$ cat src/rtl/wb_write_queue.sv
// wb_write_queue: merges ALU results and queued load results onto one bank write port, with RAW hazard flags.
// Optional forwarding outputs (fwd*_data, fwd*_hit) are enabled by defining WBQ_BYPASS_EN.
module wb_write_queue #(
  parameter int DEPTH    = 4,
  parameter int ZERO_REG = 31
) (
  input  logic        clk,
  input  logic        rst_n,
  input  logic        alu_valid,
  input  logic [5:0]  alu_reg,
  input  logic [63:0] alu_data,
  input  logic        ld_valid,
  input  logic [5:0]  ld_reg,
  input  logic [63:0] ld_data,
  output logic        ld_ready,
  input  logic [5:0]  rd_reg1,
  input  logic [5:0]  rd_reg2,
  output logic        hazard1,
  output logic        hazard2,
`ifdef WBQ_BYPASS_EN
  output logic [63:0] fwd1_data,
  output logic [63:0] fwd2_data,
  output logic        fwd1_hit,
  output logic        fwd2_hit,
`endif
  output logic        wr_en,
  output logic [5:0]  wr_reg,
  output logic [63:0] wr_data
);
  localparam int AW = $clog2(DEPTH);

  logic [5:0]       reg_q [DEPTH];
  logic [5:0]       reg_d [DEPTH];
  logic [63:0]      data_q [DEPTH];
  logic [63:0]      data_d [DEPTH];
  logic [DEPTH-1:0] vld_q, vld_d;
  logic [AW-1:0]    wptr_q, wptr_d, rptr_q, rptr_d;
  logic [AW:0]      cnt_q, cnt_d;
  logic             wr_en_q, wr_en_d;
  logic [5:0]       wr_reg_q, wr_reg_d;
  logic [63:0]      wr_data_q, wr_data_d;
  logic             push, alu_ok, pop, head_ok;
  logic [5:0]       rd [2];
  logic             hit [2];

  function automatic logic disc(input logic [5:0] idx);
    return (idx == 6'(ZERO_REG)) || idx[5];
  endfunction

  assign ld_ready = (cnt_q != (AW+1)'(DEPTH));
  // Discardable loads still complete the handshake but never occupy a slot.
  assign push     = ld_valid && ld_ready && !disc(ld_reg);
  assign alu_ok   = alu_valid && !disc(alu_reg);
  assign pop      = !alu_ok && (cnt_q != '0);
  assign head_ok  = pop && vld_q[rptr_q];

  always_comb begin
    reg_d  = reg_q;
    data_d = data_q;
    vld_d  = vld_q;
    wptr_d = wptr_q;
    rptr_d = rptr_q;
    for (int i = 0; i < DEPTH; i++)
      if (alu_valid && reg_q[i] == alu_reg) vld_d[i] = 1'b0;
    if (pop) begin
      vld_d[rptr_q] = 1'b0;
      rptr_d        = rptr_q + 1'b1;
    end
    if (push) begin
      reg_d[wptr_q]  = ld_reg;
      data_d[wptr_q] = ld_data;
      vld_d[wptr_q]  = !(alu_valid && alu_reg == ld_reg);
      wptr_d         = wptr_q + 1'b1;
    end
    cnt_d     = cnt_q + (AW+1)'(push) - (AW+1)'(pop);
    wr_en_d   = alu_ok || head_ok;
    wr_reg_d  = alu_ok ? alu_reg : head_ok ? reg_q[rptr_q] : wr_reg_q;
    wr_data_d = alu_ok ? alu_data : head_ok ? data_q[rptr_q] : wr_data_q;
  end

  always_ff @(posedge clk or negedge rst_n) begin
    if (!rst_n) begin
      for (int i = 0; i < DEPTH; i++) begin
        reg_q[i]  <= '0;
        data_q[i] <= '0;
      end
      vld_q     <= '0;
      wptr_q    <= '0;
      rptr_q    <= '0;
      cnt_q     <= '0;
      wr_en_q   <= 1'b0;
      wr_reg_q  <= '0;
      wr_data_q <= '0;
    end else begin
      reg_q     <= reg_d;
      data_q    <= data_d;
      vld_q     <= vld_d;
      wptr_q    <= wptr_d;
      rptr_q    <= rptr_d;
      cnt_q     <= cnt_d;
      wr_en_q   <= wr_en_d;
      wr_reg_q  <= wr_reg_d;
      wr_data_q <= wr_data_d;
    end
  end

  assign rd[0] = rd_reg1;
  assign rd[1] = rd_reg2;

`ifdef WBQ_BYPASS_EN
  logic [63:0] fdat [2];
`endif

  // Walk head to tail so the youngest FIFO match wins; the wr_* stage overrides.
  always_comb begin : match_c
    logic [AW-1:0] idx;
    idx = '0;
    for (int k = 0; k < 2; k++) begin
      hit[k] = 1'b0;
`ifdef WBQ_BYPASS_EN
      fdat[k] = '0;
`endif
      for (int i = 0; i < DEPTH; i++) begin
        idx = rptr_q + AW'(i);
        if (vld_q[idx] && reg_q[idx] == rd[k]) begin
          hit[k] = 1'b1;
`ifdef WBQ_BYPASS_EN
          fdat[k] = data_q[idx];
`endif
        end
      end
      if (wr_en_q && wr_reg_q == rd[k]) begin
        hit[k] = 1'b1;
`ifdef WBQ_BYPASS_EN
        fdat[k] = wr_data_q;
`endif
      end
      if (disc(rd[k])) hit[k] = 1'b0;
    end
  end

`ifdef WBQ_BYPASS_EN
  assign hazard1   = 1'b0;
  assign hazard2   = 1'b0;
  assign fwd1_hit  = hit[0];
  assign fwd2_hit  = hit[1];
  assign fwd1_data = hit[0] ? fdat[0] : '0;
  assign fwd2_data = hit[1] ? fdat[1] : '0;
`else
  assign hazard1 = hit[0];
  assign hazard2 = hit[1];
`endif

  assign wr_en   = wr_en_q;
  assign wr_reg  = wr_reg_q;
  assign wr_data = wr_data_q;
endmodule

$ cat config.mk
export PLATFORM = sky130hd
export DESIGN_NAME = wb_write_queue
export DESIGN_NICKNAME = d
export VERILOG_FILES = /design/src/rtl/wb_write_queue.sv
export SDC_FILE = /design/constraint.sdc
export NUM_CORES = 1
export LEC_CHECK = 0
export CAP_MARGIN = 20
export CORE_MARGIN = 4
export CORE_UTILIZATION = 45
export CTS_BUF_LIST = sky130_fd_sc_hd__clkbuf_8
export CTS_CLUSTER_SIZE = 20
export DETAILED_ROUTE_END_ITERATION = 12
export GPL_ROUTABILITY_DRIVEN = 0
export PLACE_DENSITY = 0.67
export SETUP_SLACK_MARGIN = 0.05
export SYNTH_ARGS = -nofsm -noshare
export SYNTH_HDL_FRONTEND = slang
export SYNTH_SLANG_ARGS = --single-unit
$ cat constraint.sdc
create_clock -name clk -period 4.5 [get_ports clk]
set_clock_uncertainty 0.05 [all_clocks]
set_input_delay 0.45 -clock clk [delete_from_list [all_inputs] [get_ports clk]]
set_output_delay 0.45 -clock clk [all_outputs]
set_load 0.1 [all_outputs]
# == After elaboration in Yosys (flattened, before gate mapping) ==
# Cells that the tools add are included.
# Widths: inputs -> output; s select.
# totals
regBits,362
elab_cells,151
output_inout_bits,74
# op_classes
magnitude_cmp,13
n_eq_ne,20
bitwise,7
n_mux,56
add_sub_neg,6
reduce_logical,34
# op_table
cell,count
$mux 64,5
$bwmux 256,1
$bmux 64 s2,1
$demux 64 s2,1
$eq 6x6->1,15
$mux 6,11
$bmux 6 s2,4
$bwmux 24,1
$eq 6x5->1 const B,4
$logic_and 1x1->1,23
$mux 1,22
$ge 3x3->1 const B,5
$lt 2x3->1 const B,5
$not 2->3,5
$demux 6 s2,1
$bmux 1 s2,4
$mux 4,2
$logic_or 1x1->1,5
$add 2x1->2 const B,2
$add 2x2->2 const B,2
$and 4x4->4,1
$bwmux 4,1
$demux 1 s2,2
$ge 2x1->1 const B,2
other kinds (8),11

# == Longest topological paths before layout ==
# Gate-level depths: netlist of the first run.
# depth
word_depth,12
ltp_mapped,15

# == Worst setup path before layout of the first run ==
# No wires, ideal clock.
# synth_timing
kind,reg2out
from,register rptr_q[1]
to,output hazard2
n_path_buf,5
path_stages_with_launch,14
arrival_time_ps,4017
required_ps,4000
slack_ps,-17
cell_sequence,dfrtp_1 > buf_4 > buf_2 > buf_2 > buf_1 > inv_1 > ha_1 > buf_6 > mux4_2 > xnor2_1 > nand4_1 > or4_1 > o41ai_1 > o31a_1
# synth_via
elab_chain_cells,12
word_cells_on_any_way,41
# synth_rtl
element,line_no,text
"start, declared",37,"logic [AW-1:0] wptr_q, wptr_d, rptr_q, rptr_d;"
"start signal, assigned",99,rptr_q <= rptr_d;
$add 2x1->2 / $not 2->3 (equally long branches),"124, 125",
$not 2->3 (implied by the code) / $bmux 6 s2 (equally long branches),125,if (vld_q[idx] && reg_q[idx] == rd[k]) begin
$bmux 6 s2 / $mux 6 (equally long branches),125,
$mux 6 (implied by the code),125,
$mux 6 (implied by the code) / $eq 6x6->1 (equally long branches),125,
$eq 6x6->1 / $logic_and 1x1->1 (equally long branches),125,
$logic_and 1x1->1 / $mux 1 (equally long branches),125,
$mux 1 (2 in a row),125,
$mux 1 (*),125,
$mux 1 (*),132,if (wr_en_q && wr_reg_q == rd[k]) begin
$mux 1 (*),138,if (disc(rd[k])) hit[k] = 1'b0;
"end, declared",19,"output logic hazard2,"
# Mark *: on every way between the ends. The rest lies on a longest branch, timed or not. The select of a mux whose other input is x is not followed.

# == Worst setup path in the final report of the first run ==
# layout_timing
from,register rptr_q[0]
to,output hazard2
# layout_via
word_cells_on_any_way,41
# layout_rtl
element,line_no,text
$add 2x2->2 (*),124,idx = rptr_q + AW'(i);
named net match_c.idx[0],116,logic [AW-1:0] idx;
$not 2->3 (implied by the code),125,
$bmux 6 s2,125,
$mux 6 (implied by the code) (2 in a row),125,
$eq 6x6->1,125,
$logic_and 1x1->1 (*),125,
$mux 1 (*),125,
$mux 1 (*),132,
$mux 1 (*),138,
# Mark *: on every way through the listed nets, which the timed path passes. The rest lies on a longest branch. The select of a mux whose other input is x is not followed.

==> impl_metrics.env, run 1 <==
export IMPL_largest_register="data_q"
export IMPL_finalNonFillerCells=2038
export IMPL_dp_hpwl_um=26900
export IMPL_viasPerCell=5.48
export IMPL_grt_overflow=0
export IMPL_synth_area_um2=17700
export IMPL_max_cap_violations=0
export IMPL_setup_viol=0
export IMPL_p_leak_nw=9.50
export IMPL_synth_seq_area_share_pct=51.3
export IMPL_portBuffers=229
export IMPL_syn_nets=1425
export IMPL_async_reset_ff_share_pct=100
export IMPL_clkPwrFrac_pct=16.6
export IMPL_grt_pass1_vias=12000
export IMPL_share_seq_of_total_power_pct=33.1
export IMPL_dr_total_vias=11200
export IMPL_status="completed"
export IMPL_root_buffer="clkbuf_8"
export IMPL_crit_slowest_cell="mux4_2"
export IMPL_crit_type="reg -> out"
export IMPL_timing_final_hold_violations=0
export IMPL_total_power_mw=17.7
export IMPL_end_kind="output port"
export IMPL_regToRegEndpoint="wr_data[61]"
export IMPL_min_from="alu_data[7]"
export IMPL_dieArea_um2=42500
export IMPL_grt_pass1_wl_um=67000
export IMPL_syn_avg_cell_area_um2=14.0
export IMPL_rsz0062_at_grt="no"
export IMPL_p_comb_share_pct=50.4
export IMPL_wl_per_cell_um=20.7
export IMPL_cts_setup_buffers=0
export IMPL_clockBufferDepth=3
export IMPL_swShare_pct=40.9
export IMPL_final_core_util_pct=56.1
export IMPL_whs_path_depth=3
export IMPL_finalNetCount=1639
export IMPL_drt_iter0_drc=587
export IMPL_post_route_drc_count=0
export IMPL_wl_um=42100
export IMPL_rows=72
export IMPL_power_density_nw_per_um2=814
export IMPL_fillers=3248
export IMPL_worstPathRequired_ps=4000
export IMPL_dr_pass1_iters=4
export IMPL_grt_max_degree=146
export IMPL_intPower_mw=10.5
export IMPL_io_pins=230
export IMPL_critPathMaxFanout=20
export IMPL_placed_cells=1927
export IMPL_synth_edff_count=0
export IMPL_worst_ep_arrival_time_ps=3720
export IMPL_ys_ff_latch=362
export IMPL_report_final_slew_viol_count=0
export IMPL_htreeDepth=2
export IMPL_timing_slew_headroom_pct=29.5
export IMPL_p_switching_mw=7.22
export IMPL_critPathBufInv=3
export IMPL_grt_usage_pct=20.0
export IMPL_cts_sinks=362
export IMPL_die_y_um=206
export IMPL_antenna_found_initial=2
export IMPL_cp_cell_sequence="inv_2 -> ha_1 -> buf_4 -> mux4_2 -> xor2_1 -> or4_1 -> o41ai_1 -> o31a_2 -> buf_12"
export IMPL_cts_tree="built"
export IMPL_dieWidth_um=206
export IMPL_largest_reg_flops=256
export IMPL_hold_ws_ps=330
export IMPL_ff2ff_setup_slack_ps=1340
export IMPL_path_delay_family="buffers and inverters"
export IMPL_cts_buffers=60
export IMPL_worstReg2RegStart="rptr_q[1]"
export IMPL_n_antenna_cell=0
export IMPL_ys_types=43
export IMPL_worstHoldPathType="in -> reg"
export IMPL_start_util_pct=45.6
export IMPL_synth_top_flop_cell="dfrtp_1"
export IMPL_worst_slew_pin_slew_ps=1050
export IMPL_fin_crit_sh_pct=93.7
export IMPL_ctsHoldBuffers=1
export IMPL_layout_drive_gt1_share_pct=31.3
export IMPL_syn2layout_area_growth_pct=23.0
export IMPL_clk_latency_ps=620
export IMPL_core_um2=38700
export IMPL_final_antenna_net_count=0
export IMPL_cp_start_kind="flop"
export IMPL_cts_resized_gates=0
export IMPL_yosys_warnings=0
export IMPL_peakVddDrop_mv=0.569
export IMPL_clk_pin_slew_ps=60
export IMPL_slowest_delay_ps=590
export IMPL_fmax_mhz=237
export IMPL_synth_cells=1258
export IMPL_period_needed_ps=4220
export IMPL_whs_endpoint="wr_data[7]"
export IMPL_ff2ff_path_depth=6
export IMPL_tns_ps=0
## power by group through the flow
stage,logic [mW],registers (mW),clock network [mW]
finish,8.90,5.85,2.93
global route,9.49,6.04,3.19
CTS,9.01,5.84,3.03
detailed placement,8.99,5.89,0
global placement,8.85,5.82,0
floorplan,4.95,7.73,0
## cells in the final DEF, fill, tap and decap left out, types with 10 or more instances in the layout
| master | netlist | layout |
|---|---|---|
| buf_12 | 0 | 10 |
| mux4_2 | 86 | 86 |
| clkbuf_8 | 0 | 84 |
| mux2_2 | 276 | 276 |
| ha_1 | 10 | 10 |
| o21ai_0 | 76 | 76 |
| xnor2_1 | 52 | 52 |
| dfrtp_1 | 362 | 360 |
| inv_1 | 12 | 36 |
| nand4_1 | 11 | 11 |
| clkdlybuf4s50_1 | 0 | 226 |
| nand2_1 | 80 | 76 |
| xor2_1 | 38 | 38 |
| mux2i_1 | 91 | 91 |
## Yosys cell counts (5+ instances only)
library cell / n / area (µm²)
clkbuf_1: 32 / 120
dfrtp_1: 362 / 9060
nand2_1: 80 / 300
o41ai_1: 5 / 43.8
mux2_2: 276 / 3110
buf_2: 48 / 240
inv_1: 12 / 45.0
buf_4: 5 / 37.5
nand2b_1: 6 / 37.5
buf_1: 6 / 22.5
nand4_1: 11 / 68.8
o21ai_0: 76 / 380
xnor2_1: 52 / 455
mux4_2: 86 / 1940
nand3_1: 6 / 30.0
nor4_1: 5 / 31.3
xor2_1: 38 / 333
a21oi_1: 7 / 35.0
mux2i_1: 91 / 911
ha_1: 10 / 125
## metal layers
metal,GRT usage (%),up-vias,wire length [µm]
met5,0,-,33
met4,5.92,4,937
met3,5.23,69,2570
met2,31.7,275,20000
met1,27.4,5788,18600
li1,-,5032,-
## per-stage QoR
| stage | setup slack, ps | instance area (µm²) |
|---|---|---|
| 2_1_floorplan | 130 | 17700 |
| 3_3_place_gp | 966 | 20500 |
| 3_5_place_dp | 932 | 20500 |
| 4_1_cts | 220 | 21700 |
| 5_1_grt | 68.5 | 21700 |
| 6_report | 282 | 21700 |
## area by class of cell
cell class | count | area [µm²] | share of cell area (%)
clock buffers | 84 | 1160 | 5.32
clock inverters | 26 | 103 | 0.472
inverters | 13 | 48.8 | 0.225
multi-input cells | 790 | 8160 | 37.6
flip-flops and latches | 362 | 9070 | 41.7
well taps | 518 | 648 | 2.98
repair buffers | 245 | 2540 | 11.7
## logic make-up after synthesis
logic type	count (synthesis)	synth area share (%)
multiplexers	454	33.9
AND/OR/NAND/NOR	127	3.29
flip-flops	362	51.3
XOR/XNOR	90	4.46
adder cells (fa/ha/maj)	11	0.822
AO/OA/AOI/OAI	108	3.48
buffers and inverters	106	2.78
## worst register-to-register path, stage by stage, from the launching register on
cell and delay, ps:
dfrtp_4 410, buf_4 570, mux4_2 690, nand2b_4 610, buf_12 330, mux2i_1 260, o21ai_0 100
## how the worst max path moves through the flow
| stage | from | endpoint | depth (start not counted) |
|---|---|---|---|
| global route | rptr_q[0] | hazard2 | 9 |
| CTS | rptr_q[0] | hazard2 | 9 |
| global placement | rptr_q[0] | hazard2 | 9 |
| floorplan | rptr_q[1] | hazard1 | 14 |
| detailed placement | rptr_q[0] | hazard2 | 9 |
| finish | rptr_q[0] | hazard2 | 9 |
(Power assumes the default switching activity.)
==> run 2, diff against run 1 <==
--- a/config.mk
+++ b/config.mk
@@ -11,7 +11,7 @@
 export CTS_BUF_LIST = sky130_fd_sc_hd__clkbuf_8
 export CTS_CLUSTER_SIZE = 20
 export DETAILED_ROUTE_END_ITERATION = 12
-export GPL_ROUTABILITY_DRIVEN = 0
+export GPL_ROUTABILITY_DRIVEN = 1
 export PLACE_DENSITY = 0.67
 export SETUP_SLACK_MARGIN = 0.05
 export SYNTH_ARGS = -nofsm -noshare
==> run 2 against run 1 <==
Net effect:
- cell area increased by 0.36%
- global-route usage hardly changed
- worst hold slack worse by 14 ps
- clock power grew 4%
- die area stayed put
- first-iteration DRC count fell by 7.7%
- utilization is 0.20 points higher
==> impl_metrics.env, run 2 (synthesis results as in run 1) <==
export IMPL_report_final_slew_viol_count=0
export IMPL_max_cap_violations=0
export IMPL_largest_reg_flops=256
export IMPL_final_core_util_pct=56.3
export IMPL_critPathBufInv=3
export IMPL_cp_start_kind="flop"
export IMPL_status="completed"
export IMPL_worstPathRequired_ps=4000
export IMPL_dr_pass1_iters=5
export IMPL_dp_hpwl_um=27200
export IMPL_slowest_delay_ps=570
export IMPL_post_route_drc_count=0
export IMPL_dieWidth_um=206
export IMPL_viasPerCell=5.45
export IMPL_rows=72
export IMPL_top_usage_layer="met2"
export IMPL_rsz0062_at_grt="no"
export IMPL_finalNetCount=1640
export IMPL_drt_iter0_drc=542
export IMPL_core_um2=38700
export IMPL_cts_sinks=362
export IMPL_grtUsageMet2_pct=32.0
export IMPL_grt_overflow=0
export IMPL_final_antenna_net_count=0
export IMPL_n_antenna_cell=0
export IMPL_cts_buffers=59
export IMPL_timing_final_hold_violations=0
export IMPL_worstHoldPathType="in -> reg"
export IMPL_met1_usage_pct=27.3
export IMPL_syn2layout_area_growth_pct=23.5
export IMPL_timing_slew_headroom_pct=29.7
export IMPL_p_leak_nw=9.51
export IMPL_design_area_um2=21800
export IMPL_fin_crit_sh_pct=93.7
export IMPL_setup_viol=0
export IMPL_wl_um=42300
export IMPL_start_util_pct=45.6
export IMPL_period_needed_ps=4220
export IMPL_clk_latency_ps=640
export IMPL_total_power_mw=17.8
export IMPL_portBuffers=229
export IMPL_mostFrequentLayoutCells="360 x dfrtp_1, 276 x mux2_2, 226 x clkdlybuf4s50_1"
export IMPL_dr_total_vias=11100
export IMPL_cts_tree="built"
export IMPL_final_common_cell="dfrtp_1"
export IMPL_grt_pass1_vias=11800
export IMPL_fmax_mhz=237
export IMPL_grt_max_degree=122
export IMPL_finalNonFillerCells=2041
export IMPL_clk_pin_slew_ps=60
export IMPL_grt_usage_pct=20.0
export IMPL_worst_ep_arrival_time_ps=3720
export IMPL_critPathMaxFanout=16
export IMPL_crit_slowest_cell="mux4_2"
export IMPL_gp_congestion=0.892
export IMPL_clockBufferDepth=3
export IMPL_cp_cell_sequence="inv_2 -> ha_2 -> buf_4 -> mux4_2 -> xor2_1 -> or4_1 -> o41ai_1 -> o31a_2 -> buf_12"
export IMPL_layout_drive_gt1_share_pct=31.8
export IMPL_power_density_nw_per_um2=817
export IMPL_wl_per_cell_um=20.7
export IMPL_tns_ps=0
export IMPL_antenna_found_initial=2
export IMPL_gr_usage_met3_pct=4.36
export IMPL_placed_area_um2=20500
export IMPL_dieArea_um2=42500
export IMPL_placed_cells=1929
export IMPL_end_kind="output port"
export IMPL_crit_type="reg -> out"
export IMPL_htreeDepth=2
export IMPL_io_pins=230
export IMPL_largest_register="data_q"
export IMPL_path_delay_family="buffers and inverters"
export IMPL_grt_pass1_wl_um=66600
export IMPL_die_y_um=206
export IMPL_root_buffer="clkbuf_8"
export IMPL_peakVddDrop_mv=0.515
export IMPL_worst_slew_pin_slew_ps=1050
-- run 2: changes by cell type in the layout (fill, tap and decap cells not counted) --
cell,previous run,this run
inv_6,0,1
inv_1,36,31
bufinv_16,0,3
ha_2,0,1
ha_1,10,9
clkinv_2,1,5
clkinvlp_4,1,3
clkbuf_8,84,80
buf_4,7,9
-- run 2: path summary, 6_finish.rpt --
| path | startpoint | end | slack [ps] | cells past startpoint |
|---|---|---|---|---|
| setup / recovery | rptr_q[0] | hazard2 | 280 | 9 |
| hold / removal | alu_data[38] | wr_data[38] | 320 | 3 |
| setup reg to reg | rptr_q[1] | wr_reg[5] | 1310 | 6 |
| hold reg to reg | data_q[88] | data_q[88] | 450 | 1 |
| max in group asynchronous | rst_n | data_q[2] | 2880 | 3 |
| min in group asynchronous | rst_n | data_q[213] | 430 | 2 |
-- run 2: worst min-delay path, cell delays in order --
cell and delay, ps:
clkdlybuf4s50_1 390, nand2_1 50, o21ai_0 70
-- run 2: metal layers --
layer,share of wire [%],up-vias,wire length (µm)
li1,-,5054,-
met1,43,5724,18300
met2,48,278,20500
met3,6.0,65,2550
met4,2.4,4,1030
met5,0.052,-,22
-- run 2: final cells by class --
type | instances | area, µm²
clock inverters | 31 | 218
fillers | 3173 | 16900
inverters | 13 | 48.8
repair buffers | 247 | 2550
flip-flops and latches | 362 | 9070
multi-input cells | 790 | 8170
clock buffers | 80 | 1100
well taps | 518 | 648
-- run 2: what timing repair did --
item	in CTS	in global routing
hold buffers	1	0
setup endpoints to repair	0	2
setup buffers	0	0
endpoints found under the hold margin	116	0
resized for setup	0	1
-- run 2: power by group --
group	total, mW	internal (mW)	switching, mW
clock network	3.06	1.76	1.31
registers	5.85	4.87	0.987
logic	8.89	3.95	4.94
total	17.8	10.6	7.23
-- run 2: through the flow --
step / hold WS [ps] / setup WS (ps)
2_1_floorplan: 104 / 130
3_3_place_gp: 431 / 836
3_5_place_dp: 437 / 801
4_1_cts: 250 / 87.5
5_1_grt: 278 / 103
6_report: 315 / 284
==> run 3, diff against run 2 <==
--- a/config.mk
+++ b/config.mk
@@ -13,7 +13,9 @@
 export DETAILED_ROUTE_END_ITERATION = 12
 export GPL_ROUTABILITY_DRIVEN = 1
 export PLACE_DENSITY = 0.67
+export REMOVE_ABC_BUFFERS = 1
 export SETUP_SLACK_MARGIN = 0.05
+export SKIP_CTS_REPAIR_TIMING = 1
 export SYNTH_ARGS = -nofsm -noshare
 export SYNTH_HDL_FRONTEND = slang
 export SYNTH_SLANG_ARGS = --single-unit
==> run 3 against run 2 <==
Net effect:
- combinational power up 0.9%
- utilization about the same
- die area unchanged
- critical path depth unchanged
- worst setup slack worse by 10 ps
- via count up 0.11%
- total power down 0.37%
- critical endpoint unchanged
- highest routed layer unchanged
==> impl_metrics.env, run 3 (synthesis results as in run 1) <==
export IMPL_largest_reg_flops=256
export IMPL_wl_um=41500
export IMPL_worstHoldPathType="in -> reg"
export IMPL_tns_ps=0
export IMPL_dp_hpwl_um=26800
export IMPL_timing_slew_headroom_pct=31.4
export IMPL_crit_type="reg -> out"
export IMPL_layout_drive_gt1_share_pct=31.6
export IMPL_rsz0062_at_grt="no"
export IMPL_final_common_cell="dfrtp_1"
export IMPL_gr_usage_met3_pct=4.41
export IMPL_grt_pass1_vias=11900
export IMPL_grt_overflow=0
export IMPL_wl_per_cell_um=20.3
export IMPL_syn2layout_area_growth_pct=23.4
export IMPL_power_density_nw_per_um2=814
export IMPL_core_um2=38700
export IMPL_cp_cell_sequence="inv_2 -> ha_2 -> buf_4 -> mux4_2 -> xor2_1 -> or4_1 -> o41ai_1 -> o31a_1 -> buf_12"
export IMPL_grt_pass1_wl_um=66000
export IMPL_path_delay_family="buffers and inverters"
export IMPL_top_usage_layer="met2"
export IMPL_clk_latency_ps=640
export IMPL_max_cap_violations=0
export IMPL_largest_register="data_q"
export IMPL_dieWidth_um=206
export IMPL_mostFrequentLayoutCells="360 x dfrtp_1, 276 x mux2_2, 226 x clkdlybuf4s50_1"
export IMPL_timing_final_hold_violations=0
export IMPL_grtUsageMet2_pct=31.4
export IMPL_slowest_delay_ps=560
export IMPL_period_needed_ps=4230
export IMPL_io_pins=230
export IMPL_drt_iter0_drc=525
export IMPL_setup_viol=0
export IMPL_status="completed"
export IMPL_dr_total_vias=11100
export IMPL_start_util_pct=45.6
export IMPL_fin_crit_sh_pct=93.9
export IMPL_post_route_drc_count=0
export IMPL_worstPathRequired_ps=4000
export IMPL_crit_slowest_cell="mux4_2"
export IMPL_htreeDepth=2
export IMPL_cp_start_kind="flop"
export IMPL_clk_pin_slew_ps=60
export IMPL_clkPwrFrac_pct=16.7
export IMPL_grt_max_degree=115
export IMPL_viasPerCell=5.45
export IMPL_grt_usage_pct=19.8
export IMPL_cts_tree="built"
export IMPL_end_kind="output port"
export IMPL_critPathBufInv=3
export IMPL_peakVddDrop_mv=0.443
export IMPL_placed_cells=1932
export IMPL_fmax_mhz=237
export IMPL_swShare_pct=40.8
export IMPL_gp_congestion=0.889
export IMPL_finalNonFillerCells=2045
export IMPL_clockBufferDepth=3
export IMPL_dr_pass1_iters=5
export IMPL_antenna_found_initial=3
export IMPL_report_final_slew_viol_count=0
export IMPL_share_seq_of_total_power_pct=32.7
export IMPL_rows=72
export IMPL_met1_usage_pct=27.4
export IMPL_p_switching_mw=7.24
export IMPL_cts_sinks=362
export IMPL_critPathMaxFanout=12
export IMPL_dieArea_um2=42500
export IMPL_cts_buffers=60
export IMPL_die_y_um=206
export IMPL_worst_slew_pin_slew_ps=1030
export IMPL_worst_ep_arrival_time_ps=3730
export IMPL_finalNetCount=1644
export IMPL_p_leak_nw=9.53
export IMPL_root_buffer="clkbuf_8"
export IMPL_final_antenna_net_count=0
export IMPL_intPower_mw=10.5
export IMPL_p_comb_share_pct=50.6
export IMPL_portBuffers=229
[run 3: changes by cell type in the layout (fill, tap and decap cells not counted)]
| cell | delta |
|---|---|
| clkinvlp_4 | -3 |
| diode_2 | +1 |
| buf_4 | +1 |
| buf_6 | +1 |
| o31a_1 | +1 |
| clkbuf_8 | +1 |
| buf_12 | +1 |
| o31a_2 | -1 |
| clkinv_2 | -1 |
| inv_1 | +5 |
| bufinv_16 | -2 |
[run 3: cell type report]
class	instances	area [µm²]
clock buffers	81	1110
multi-input cells	790	8170
fillers	3231	16900
diodes	1	2.50
repair buffers	250	2590
inverters	13	48.8
clock inverters	30	149
flip-flops and latches	362	9070
well taps	518	648
[run 3: power by group through the flow]
stage | logic (mW) | registers [mW] | clock network [mW]
floorplan | 4.81 | 8.00 | 0
global placement | 8.93 | 5.77 | 0
detailed placement | 9.05 | 5.85 | 0
CTS | 9.07 | 5.80 | 3.07
global route | 9.55 | 6.00 | 3.20
finish | 8.97 | 5.80 | 2.96
[run 3: through the flow]
stage / hold slack [ps] / util (%) / instance area, µm² / power (mW) / setup WS (ps)
4_1_cts: -152 / 56.2 / 21800 / 17.9 / -35.0
3_3_place_gp: 431 / 52.9 / 20500 / 14.7 / 690
5_1_grt: 291 / 56.2 / 21800 / 18.8 / 108
3_5_place_dp: 438 / 52.9 / 20500 / 14.9 / 697
2_1_floorplan: 104 / - / 17200 / 12.8 / -3320
6_report: 310 / 56.2 / 21800 / 17.7 / 274
[run 3: path summary, 6_finish.rpt]
check                        startpoint          end  slack [ps]  cells past startpoint
setup / recovery              rptr_q[0]      hazard2         270                      9
hold / removal             alu_data[56]  wr_data[56]         310                      3
min in group asynchronous         rst_n   data_q[21]         450                      2
max in group asynchronous         rst_n  wr_data[29]        2900                      3
hold reg to reg              data_q[65]   data_q[65]         450                      1
setup reg to reg              rptr_q[1]  wr_data[28]         990                      7
[run 3: worst register-to-register path, delay by kind of cell, from the launching register on]
family          cells  cell delay (ps)
simple gates        1              450
buf+inv             3             1390
flops               1              400
mux                 2              960
compound gates      1               90
[run 3: per-layer routing]
layer | up-vias | share of wire (%)
li1 | 5043 | -
met1 | 5743 | 45
met2 | 275 | 47
met3 | 70 | 5.8
met4 | 6 | 2.1
met5 | - | 0.10
